$ cat config.mk
export PLATFORM = sky130hd
export DESIGN_NAME = vga_sync_gen
export DESIGN_NICKNAME = d
export VERILOG_FILES = /design/src/rtl/vga_timing_pkg.sv /design/src/rtl/vga_mod_counter.sv /design/src/rtl/vga_sync_gen.sv
export SDC_FILE = /design/constraint.sdc
export NUM_CORES = 1
export LEC_CHECK = 0
export CAP_MARGIN = 20
export CORE_UTILIZATION = 54
export CTS_BUF_LIST = sky130_fd_sc_hd__clkbuf_8
export DETAILED_ROUTE_END_ITERATION = 12
export HOLD_SLACK_MARGIN = 0.05
export PLACE_DENSITY = 0.82
export SYNTH_ARGS = -nofsm -noshare
export SYNTH_HDL_FRONTEND = slang
export SYNTH_SLANG_ARGS = --single-unit
$ cat constraint.sdc
create_clock -name clk -period 2.65 [get_ports clk]
set_input_delay 0.3975 -clock clk [delete_from_list [all_inputs] [get_ports clk]]
set_output_delay 0.3975 -clock clk [all_outputs]
set_load 0.01 [all_outputs]
$ cat src/rtl/vga_timing_pkg.sv
// 640x480@60 raster timing constants and helpers shared by the VGA sync path.
package vga_timing_pkg;

    localparam int COORD_W = 10;

    localparam int H_ACTIVE = 640;
    localparam int H_FP     = 16;
    localparam int H_SYNC   = 96;
    localparam int H_BP     = 48;

    localparam int V_ACTIVE = 480;
    localparam int V_FP     = 10;
    localparam int V_SYNC   = 2;
    localparam int V_BP     = 33;

    localparam bit SYNC_POL = 1'b0;

    typedef logic [COORD_W-1:0] coord_t;
    // One spare bit so window bounds equal to 2**COORD_W stay representable.
    typedef logic [COORD_W:0]   coord_ext_t;

    function automatic int h_total(input int active, input int fp, input int sync, input int bp);
        return active + fp + sync + bp;
    endfunction

    function automatic int v_total(input int active, input int fp, input int sync, input int bp);
        return active + fp + sync + bp;
    endfunction

    function automatic logic in_window(input coord_ext_t val, input coord_ext_t lo, input coord_ext_t hi);
        return (val >= lo) && (val < hi);
    endfunction

endpackage

$ cat src/rtl/vga_mod_counter.sv
// Modulo-N counter with enable; wrap flags the enabled cycle that returns it to zero.
module vga_mod_counter #(
    parameter int N       = 2,
    parameter int W       = 1,
    parameter int RST_VAL = 0
) (
    input  logic         clk,
    input  logic         rst,
    input  logic         en,
    output logic [W-1:0] cnt,
    output logic         wrap
);

    localparam logic [W-1:0] LAST = W'(N - 1);

    logic [W-1:0] cnt_reg;

    assign wrap = en && (cnt_reg == LAST);
    assign cnt  = cnt_reg;

    always_ff @(posedge clk) begin
        if (rst) begin
            cnt_reg <= W'(RST_VAL);
        end else if (en) begin
            cnt_reg <= wrap ? '0 : cnt_reg + 1'b1;
        end
    end

endmodule

$ cat src/rtl/vga_sync_gen.sv
// VGA raster timing source: pixel-rate divider, h/v counters and registered sync/blank decode.
module vga_sync_gen
    import vga_timing_pkg::*;
#(
    parameter int CLK_DIV  = 2,
    parameter int H_ACTIVE = vga_timing_pkg::H_ACTIVE,
    parameter int H_FP     = vga_timing_pkg::H_FP,
    parameter int H_SYNC   = vga_timing_pkg::H_SYNC,
    parameter int H_BP     = vga_timing_pkg::H_BP,
    parameter int V_ACTIVE = vga_timing_pkg::V_ACTIVE,
    parameter int V_FP     = vga_timing_pkg::V_FP,
    parameter int V_SYNC   = vga_timing_pkg::V_SYNC,
    parameter int V_BP     = vga_timing_pkg::V_BP,
    parameter bit SYNC_POL = vga_timing_pkg::SYNC_POL
) (
    input  logic               clk,
    input  logic               rst,
    output logic               hsync,
    output logic               vsync,
    output logic               pxl_en,
    output logic [COORD_W-1:0] x,
    output logic [COORD_W-1:0] y,
    output logic               frame_pulse,
    output logic               pix_tick
);

    localparam int H_TOTAL = h_total(H_ACTIVE, H_FP, H_SYNC, H_BP);
    localparam int V_TOTAL = v_total(V_ACTIVE, V_FP, V_SYNC, V_BP);
    localparam int DIV_W   = (CLK_DIV > 1) ? $clog2(CLK_DIV) : 1;

    localparam coord_ext_t HS_START = coord_ext_t'(H_ACTIVE + H_FP);
    localparam coord_ext_t HS_END   = coord_ext_t'(H_ACTIVE + H_FP + H_SYNC);
    localparam coord_ext_t VS_START = coord_ext_t'(V_ACTIVE + V_FP);
    localparam coord_ext_t VS_END   = coord_ext_t'(V_ACTIVE + V_FP + V_SYNC);
    localparam coord_ext_t H_ACT    = coord_ext_t'(H_ACTIVE);
    localparam coord_ext_t V_ACT    = coord_ext_t'(V_ACTIVE);

    if (H_TOTAL > (1 << COORD_W) || V_TOTAL > (1 << COORD_W)) begin : g_bad_total
        $error("vga_sync_gen: H_TOTAL/V_TOTAL do not fit the coordinate counters");
    end
    if (CLK_DIV < 1 || CLK_DIV > 8) begin : g_bad_div
        $error("vga_sync_gen: CLK_DIV must be 1..8");
    end

    // The divider phase itself is never needed; only its wrap (the pixel tick) is.
    logic [DIV_W-1:0] div_cnt_unused;
    logic             tick;
    coord_t           h_cnt, v_cnt;
    logic             h_wrap, v_wrap;

    vga_mod_counter #(.N(CLK_DIV), .W(DIV_W), .RST_VAL(0)) u_div (
        .clk  (clk),
        .rst  (rst),
        .en   (1'b1),
        .cnt  (div_cnt_unused),
        .wrap (tick)
    );

    vga_mod_counter #(.N(H_TOTAL), .W(COORD_W), .RST_VAL(H_TOTAL - 1)) u_h (
        .clk  (clk),
        .rst  (rst),
        .en   (tick),
        .cnt  (h_cnt),
        .wrap (h_wrap)
    );

    vga_mod_counter #(.N(V_TOTAL), .W(COORD_W), .RST_VAL(V_TOTAL - 1)) u_v (
        .clk  (clk),
        .rst  (rst),
        .en   (h_wrap),
        .cnt  (v_cnt),
        .wrap (v_wrap)
    );

    // Decode from the values the counters take on this edge so outputs track them with no lag.
    coord_t h_next, v_next;
    logic   hsync_next, vsync_next, pxl_en_next, frame_pulse_next;

    always_comb begin
        h_next = h_cnt;
        v_next = v_cnt;
        if (tick) begin
            h_next = h_wrap ? '0 : h_cnt + 1'b1;
        end
        if (h_wrap) begin
            v_next = v_wrap ? '0 : v_cnt + 1'b1;
        end
    end

    assign hsync_next       = in_window({1'b0, h_next}, HS_START, HS_END) ? SYNC_POL : ~SYNC_POL;
    assign vsync_next       = in_window({1'b0, v_next}, VS_START, VS_END) ? SYNC_POL : ~SYNC_POL;
    assign pxl_en_next      = ({1'b0, h_next} < H_ACT) && ({1'b0, v_next} < V_ACT);
    assign frame_pulse_next = h_wrap && ({1'b0, v_next} == V_ACT);

    logic hsync_reg, vsync_reg, pxl_en_reg, frame_pulse_reg, pix_tick_reg;

    always_ff @(posedge clk) begin
        if (rst) begin
            hsync_reg       <= ~SYNC_POL;
            vsync_reg       <= ~SYNC_POL;
            pxl_en_reg      <= 1'b0;
            frame_pulse_reg <= 1'b0;
            pix_tick_reg    <= 1'b0;
        end else begin
            pix_tick_reg    <= tick;
            frame_pulse_reg <= frame_pulse_next;
            if (tick) begin
                hsync_reg  <= hsync_next;
                vsync_reg  <= vsync_next;
                pxl_en_reg <= pxl_en_next;
            end
        end
    end

    assign hsync       = hsync_reg;
    assign vsync       = vsync_reg;
    assign pxl_en      = pxl_en_reg;
    assign x           = h_cnt;
    assign y           = v_cnt;
    assign frame_pulse = frame_pulse_reg;
    assign pix_tick    = pix_tick_reg;

endmodule

# Word level (Yosys, flattened, before mapping)
# Cells that the tools add are included.
word_totals:
  regBits: 26
  latchBits: 0
  ram_bits: 0
  mem_bits_ro: 0
  inputBits: 2
  out_inout_bits: 25
  wordCells: 33
  memories: 0
classes:
  add_sub_neg: 3
  multipliers: 0
  div_mod_pow: 0
  order_cmp: 6
  eq_ne: 3
  shift: 0
  n_mux: 6
  bitwise_logic: 0
  n_reduce_logical: 7
ops:
  columns: ["cell", "count"]
  rows:
  - ["$mux 10", 4]
  - ["$add 10x1->10 const B", 2]
  - ["$eq 10x10->1 const B", 2]
  - ["$lt 10x10->1 const B", 2]
  - ["$lt 10x9->1 const B", 2]
  - ["$eq 10x9->1 const B", 1]
  - ["$ge 10x10->1 const B", 1]
  - ["$ge 10x9->1 const B", 1]
  - ["$logic_and 1x1->1", 6]
  - ["$mux 1", 2]
  - ["$reduce_or 2->1", 1]
  - ["$add 1x1->1 const B", 1]

# Logic depth before layout (Yosys ltp)
# Gate-level depths: netlist of the first run.
logic_depth:
  ltp_word: 8
  ltp_mapped: 8
  mapped_depth_nobuf: 8

# By module
# A second synthesis of the first run with hierarchy kept.
unflattened:
  hier_cells: 205
  area_unflattened_um2: 1754.2
by_module_without_submodules:
  columns: ["module", "instances", "cells_each", "area_each_um2", "seq_area_each_um2"]
  rows:
  - ["vga_sync_gen", 1, 86, 660.6, 100.1]
  - ["vga_mod_counter (u_v)", 1, 58, 544.3, 200.2]
  - ["vga_mod_counter (u_h)", 1, 57, 509.2, 200.2]
  - ["vga_mod_counter (u_div)", 1, 4, 40.0, 20.0]

# Worst setup path after synthesis of the first run
# No wires, ideal clock.
synth_path:
  kind: "register -> register"
  start: "reg u_h.cnt_reg[0] (netlist: u_h.cnt[0])"
  end: "reg frame_pulse_reg (netlist: frame_pulse)"
  setup_ns: 0.060
  arrival_ns: 2.073
  required_ns: 2.590
  setup_slack_ns: 0.517
  stages_incl_launch_ff: 9
  synth_period_minus_slack_ns: 2.133
  cell_sequence: "dfxtp_1 > ha_1 > and4_1 > and4_1 > buf_6 > nand3_1 > xor2_1 > nor4_4 > and3_1"
synth_between:
  elab_chain_len: 7
synth_rtl:
  columns: ["item", "line_no", "source"]
  rows:
  - ["from (decl)", "vga_mod_counter.sv:16", "logic [W-1:0] cnt_reg;"]
  - ["from (signal assigned)", "vga_mod_counter.sv:23", "cnt_reg <= W'(RST_VAL);"]
  - ["from (signal assigned)", "vga_mod_counter.sv:25", "cnt_reg <= wrap ? '0 : cnt_reg + 1'b1;"]
  - ["$eq 10x10->1 *", "vga_mod_counter.sv:18", "assign wrap = en && (cnt_reg == LAST);"]
  - ["$logic_and 1x1->1 *", "vga_mod_counter.sv:18", null]
  - ["$logic_and 1x1->1", "vga_mod_counter.sv:18", null]
  - ["$mux 10", "vga_sync_gen.sv:86", "v_next = v_wrap ? '0 : v_cnt + 1'b1;"]
  - ["$mux 10", null, null]
  - ["$eq 10x9->1", "vga_sync_gen.sv:93", "assign frame_pulse_next = h_wrap && ({1'b0, v_next} == V_ACT);"]
  - ["$logic_and 1x1->1 *", "vga_sync_gen.sv:93", null]
  - ["to (signal assigned)", "vga_sync_gen.sv:106", "frame_pulse_reg <= frame_pulse_next;"]
  - ["to (decl)", "vga_sync_gen.sv:95", "logic hsync_reg, vsync_reg, pxl_en_reg, frame_pulse_reg, pix_tick_reg;"]
# Mark *: on every way between the ends. The rest lies on a longest branch, timed or not.
# A chain may end at the register's enable or synchronous reset.

# Final worst setup path of the first run
layout_path:
  start: "reg u_h.cnt_reg[0] (netlist: u_h.cnt[0])"
  end: "reg pxl_en_reg (netlist: pxl_en)"
layout_between:
  elab_chain_len: 7
layout_rtl:
  columns: ["item", "line_no", "source"]
  rows:
  - ["branches (longest 6 deep; another with $add 10x1->10)", null, null]
  - ["$logic_and 1x1->1 *", "vga_sync_gen.sv:92", "assign pxl_en_next = ({1'b0, h_next} < H_ACT) && ({1'b0, v_next} < V_ACT);"]
  - ["to (signal assigned)", "vga_sync_gen.sv:110", "pxl_en_reg <= pxl_en_next;"]
  - ["to (decl)", "vga_sync_gen.sv:95", null]
# Every way passes the cells marked *.

==> results of run 1 <==
==> through the flow <==
stage / hold slack, ns / instance area [sq um]
3_3_place_gp: 0.458 / 1760
4_1_cts: 0.487 / 1810
2_1_floorplan: 0.477 / 1500
6_report: 0.481 / 1810
3_5_place_dp: 0.473 / 1760
5_1_grt: 0.517 / 1810
==> worst max-delay path: stages, from the launching register on <==
cell and delay (ns):
dfxtp_1 0.44, ha_1 0.28, and4_1 0.34, and4_1 0.40
o211a_4 0.22, o21ai_2 0.07, or3b_1 0.37, o31ai_1 0.20
==> logic make-up after synthesis <==
group | count (synthesis) | synth area share
buffers and inverters | 18 | 0.0701
xor gates and xnor gates | 9 | 0.0525
DFF | 26 | 0.347
AOI/OAI and AO/OA | 41 | 0.171
and+or+nand+nor | 81 | 0.320
muxes | 2 | 0.0142
adders and majority gates | 3 | 0.0250
==> routing by layer <==
layer  GRT usage  wire length (um)  up-vias
li1            -                 -      701
met1       0.357              1690      669
met2       0.462              1680       51
met3      0.0444               165        8
met4       0.120                81        0
met5           0                 0        -
==> report_power, final <==
part	internal (uW)	total, uW	switching [uW]
logic	134	279	146
clock network	133	256	123
registers	417	468	51.0
==> area by class of cell <==
class / instances / share of cell area
clock buffers: 4 / 0.0304
inverters: 7 / 0.0145
repair buffers: 31 / 0.164
well taps: 30 / 0.0207
flip-flops and latches: 26 / 0.287
multi-input cells: 136 / 0.483
==> placed cells by master, fill, tap and decap left out, types with 2 or more instances in the layout <==
master | synthesis | layout
and3_1 | 4 | 4
xor2_1 | 4 | 4
xnor2_1 | 5 | 5
inv_1 | 7 | 7
nor4_4 | 2 | 2
nand2_1 | 15 | 15
o31ai_1 | 2 | 2
nand4_1 | 4 | 4
nor3_1 | 13 | 13
nand4_2 | 2 | 2
clkdlybuf4s50_1 | 0 | 26
clkbuf_8 | 0 | 4
ha_1 | 3 | 3
buf_4 | 3 | 5
o21ai_0 | 12 | 12
dfxtp_1 | 26 | 26
or3_1 | 2 | 2
nand3_1 | 7 | 7
and4_1 | 2 | 2
a31oi_1 | 3 | 3
o211ai_1 | 2 | 2
nor2_1 | 19 | 19
a21oi_1 | 14 | 14
==> how the worst min path moves through the flow <==
stage,from,end,cells after the start
2_1_floorplan,pxl_en$_SDFFE_PP0P_,pxl_en$_SDFFE_PP0P_,2
6_report,pxl_en$_SDFFE_PP0P_,pxl_en$_SDFFE_PP0P_,2
5_1_grt,pxl_en$_SDFFE_PP0P_,pxl_en$_SDFFE_PP0P_,2
3_5_place_dp,pxl_en$_SDFFE_PP0P_,pxl_en$_SDFFE_PP0P_,2
3_3_place_gp,pxl_en$_SDFFE_PP0P_,pxl_en$_SDFFE_PP0P_,2
4_1_cts,pxl_en$_SDFFE_PP0P_,pxl_en$_SDFFE_PP0P_,2
==> results.sh, run 1 <==
export IMPL_utilization=0.712
export IMPL_routed_via_density=6.11
export IMPL_cp_arrival_ns=2.58
export IMPL_fmax_mhz=416
export IMPL_cp_end_kind="flop"
export IMPL_synth_flop_cell="dfxtp_1"
export IMPL_r2r_start="u_h.cnt[0]$_SDFF_PP1_"
export IMPL_grt_pass1_wl_um=5910
export IMPL_worst_pin_slew_ns=0.572
export IMPL_numClockSinks=26
export IMPL_start_kind="flop"
export IMPL_yosysWarnings=0
export IMPL_post_place_cells=230
export IMPL_period_needed_ns=2.40
export IMPL_pwr_density_cell_nw_per_um2=554
export IMPL_drt_initial_drc_count=33
export IMPL_cts_buffers=3
export IMPL_regToRegEndpoint="pxl_en$_SDFFE_PP0P_"
export IMPL_chipHeight_um=54.7
export IMPL_start_util=0.589
export IMPL_stdcell_count=234
export IMPL_startpoint="u_h.cnt[0]$_SDFF_PP1_"
export IMPL_grt_pass1_vias=1303
export IMPL_clkLatencyLatePin_ns=0.27
export IMPL_nets=210
export IMPL_cts_buffer_depth=2
export IMPL_place_ws_ns=0.271
export IMPL_synth_edf_count=0
export IMPL_syn_avg_cell_area_sq_um=8.33
export IMPL_ff2ff_setup_slack_ns=0.25
export IMPL_seqCellArea_sq_um=520
export IMPL_setup_slack_ns=0.245
export IMPL_wl_um=3620
export IMPL_rows=18
export IMPL_fin_skew_ns=0.00742
export IMPL_postCtsHoldBufs=0
export IMPL_dp_final_hpwl_um=2660
export IMPL_async_reset_ff_frac=0
export IMPL_die_w_um=54.7
export IMPL_cts_root_buf="clkbuf_8"
export IMPL_wl_per_cell_um=15.5
export IMPL_leakage_uw=0.000692
export IMPL_first_pass_iters=4
export IMPL_h_tree_depth=1
export IMPL_period_share=0.907
export IMPL_synth_seq_cells=26
export IMPL_port_buffers=26
export IMPL_antenna_left=0
export IMPL_status="finished, final reports clean"
export IMPL_synth_top_area_cell="dfxtp_1"
export IMPL_cts_tree="yes"
export IMPL_overflow=0
export IMPL_final_setup_viol_count=0
export IMPL_relSlewSlack=0.615
export IMPL_rr_worst_depth=7
export IMPL_place_gp_congestion=0.927
export IMPL_peakVddDrop_mv=0.366
export IMPL_io_pins=27
export IMPL_nFillCells=211
export IMPL_post_cts_buffers=0
export IMPL_drv_cap=0
export IMPL_drc=0
export IMPL_synthToLayoutAreaGrowth_pct=20.8
export IMPL_cts_reportedPaths_clkPinSlew_ns=0.08
export IMPL_multi_input_area_sq_um=875
export IMPL_cts_resized=0
export IMPL_synth_most_common_cell="dfxtp_1"
export IMPL_grtUsageTotal=0.280
export IMPL_cp_max_fo=8
export IMPL_path_class="flop to flop"
export IMPL_synth_cells=180
export IMPL_synth_fp_nets=185
export IMPL_tns_ns=0
export IMPL_via_count=1429
export IMPL_ys_types=46
export IMPL_grt_max_degree=18
export IMPL_holdCritPathClass="flop to flop"
export IMPL_dieArea_sq_um=2990
export IMPL_coreArea_sq_um=2540
export IMPL_ys_seq_area_frac=0.347
export IMPL_antenna_found_initial=0
export IMPL_total_power_uw=1000
export IMPL_hold_viol=0
export IMPL_syn_area_sq_um=1500
export IMPL_antennaDiodeCount=0
export IMPL_drive_gt1_frac=0.108
export IMPL_critPathCapture="pxl_en$_SDFFE_PP0P_"
export IMPL_grt_setup_unrepaired="false"
export IMPL_synth_top_cells_by_area="dfxtp_1 35%, nor2_1 4.8%, a21oi_1 4.7%"
export IMPL_drv_slew=0
export IMPL_synth_commonest_cells="26 x dfxtp_1, 19 x nor2_1, 15 x nand2_1"
export IMPL_critPathRequiredTime_ns=2.83
export IMPL_yosys_area_top_type_share=0.347
Note: power is estimated with default switching activity, not from simulation.
==> inputs of run 2 (changes only) <==
--- a/config.mk
+++ b/config.mk
@@ -9,6 +9,7 @@
 export CORE_UTILIZATION = 54
 export CTS_BUF_LIST = sky130_fd_sc_hd__clkbuf_8
 export DETAILED_ROUTE_END_ITERATION = 12
+export GPL_TIMING_DRIVEN = 0
 export HOLD_SLACK_MARGIN = 0.05
 export PLACE_DENSITY = 0.82
 export SYNTH_ARGS = -nofsm -noshare
==> run 2 against run 1 <==
  * Fmax down 0.79%
  * Final cell count up 2.1%
  * Non-clock buffer count increased by 5
  * Total power increased by 0.51%
  * Setup slack worse by 0.019 ns
  * Critical path type unchanged
==> results.sh, run 2 (synthesis results as in run 1) <==
export IMPL_overflow=0
export IMPL_wl_um=3540
export IMPL_post_place_cells=235
export IMPL_grt_max_degree=15
export IMPL_antenna_left=0
export IMPL_final_common_cell="dfxtp_1"
export IMPL_fin_skew_ns=0.00150
export IMPL_peakVddDrop_mv=0.358
export IMPL_cts_buffers=3
export IMPL_via_count=1457
export IMPL_stdcell_count=239
export IMPL_fmax_mhz=413
export IMPL_final_setup_viol_count=0
export IMPL_hold_ws_ns=0.358
export IMPL_antenna_found_initial=0
export IMPL_grt_pass1_vias=1304
export IMPL_hold_viol=0
export IMPL_chipHeight_um=54.7
export IMPL_numClockSinks=26
export IMPL_postCtsHoldBufs=0
export IMPL_cts_reportedPaths_clkPinSlew_ns=0.09
export IMPL_worst_pin_slew_ns=0.471
export IMPL_coreArea_sq_um=2540
export IMPL_start_util=0.589
export IMPL_grt_pass1_wl_um=5720
export IMPL_dp_final_hpwl_um=2650
export IMPL_pwr_density_cell_nw_per_um2=547
export IMPL_leakage_uw=0.000707
export IMPL_relSlewSlack=0.684
export IMPL_grtUsageTotal=0.266
export IMPL_drc=0
export IMPL_drv_cap=0
export IMPL_critPathRequiredTime_ns=2.87
export IMPL_first_pass_iters=4
export IMPL_post_cts_buffers=0
export IMPL_die_w_um=54.7
export IMPL_cp_max_fo=10
export IMPL_cp_arrival_ns=2.64
export IMPL_place_gp_congestion=0.868
export IMPL_port_buffers=25
export IMPL_period_share=0.915
export IMPL_cts_tree="yes"
export IMPL_rows=18
export IMPL_nets=215
export IMPL_grt_setup_unrepaired="false"
export IMPL_drv_slew=0
export IMPL_period_needed_ns=2.42
export IMPL_cp_end_kind="flop"
export IMPL_cts_buffer_depth=2
export IMPL_tns_ns=0
export IMPL_cts_resized=0
export IMPL_layout_common_cells="26 x dfxtp_1, 25 x clkdlybuf4s50_1, 19 x nor2_1, 15 x nand2_1, 14 x a21oi_1"
export IMPL_path_class="flop to flop"
export IMPL_io_pins=27
export IMPL_holdCritPathClass="primary input to flop"
export IMPL_h_tree_depth=1
export IMPL_routed_via_density=6.10
export IMPL_cts_root_buf="clkbuf_8"
export IMPL_drive_gt1_frac=0.124
export IMPL_dieArea_sq_um=2990
export IMPL_antennaDiodeCount=0
export IMPL_start_kind="flop"
export IMPL_drt_initial_drc_count=37
export IMPL_status="finished, final reports clean"
export IMPL_synthToLayoutAreaGrowth_pct=22.9
export IMPL_clkLatencyLatePin_ns=0.27
export IMPL_wl_per_cell_um=14.8
-- run 2: routing by layer --
layer / track usage / share of wire / up-vias
met2: 0.440 / 0.46 / 51
li1: - / - / 708
met3: 0.0472 / 0.051 / 11
met1: 0.334 / 0.46 / 687
met5: 0 / 0 / -
met4: 0.115 / 0.024 / 0
-- run 2: layout make-up --
type / count / area, sq um
Clock buffer: 4 / 55.1
Inverter: 7 / 26.3
Timing Repair Buffer: 25 / 250
Tap cell: 30 / 37.5
Buffer: 11 / 78.8
Multi-Input combinational cell: 136 / 875
Sequential cell: 26 / 520
Fill cell: 212 / 702
-- run 2: worst max-delay path: stages, from the launching register on --
cell     delay [ns]
dfxtp_1        0.45
ha_1           0.29
and4_1         0.36
and4_1         0.25
buf_6          0.15
nand3_1        0.10
xor2_1         0.21
nor4_4         0.36
and3_1         0.20
-- run 2: path summary, 6_finish.rpt --
path	depth (start not counted)	slack, ns	startpoint	end
min reg2reg	2	0.49	pxl_en$_SDFFE_PP0P_	pxl_en$_SDFFE_PP0P_
min	2	0.36	rst	u_div.cnt$_SDFF_PP0_
max	8	0.23	u_h.cnt[0]$_SDFF_PP1_	frame_pulse$_SDFF_PP0_
max reg2reg	8	0.23	u_h.cnt[0]$_SDFF_PP1_	frame_pulse$_SDFF_PP0_
-- run 2: where the power goes --
part           total (uW)  switching (uW)  leakage [uW]  internal (uW)
clock                 257             124     0.0000288            133
sequential            444            27.2      0.000212            417
combinational         307             165      0.000467            142
-- run 2: per-stage QoR --
stage	cell area, sq um	setup WS (ns)	total power, uW	utilization
3_5_place_dp	1790	0.258	756	0.703
3_3_place_gp	1790	0.308	748	0.703
4_1_cts	1840	0.219	1010	0.724
5_1_grt	1840	0.0242	1060	0.724
2_1_floorplan	1500	0.517	661	-
6_report	1840	0.226	1010	0.724
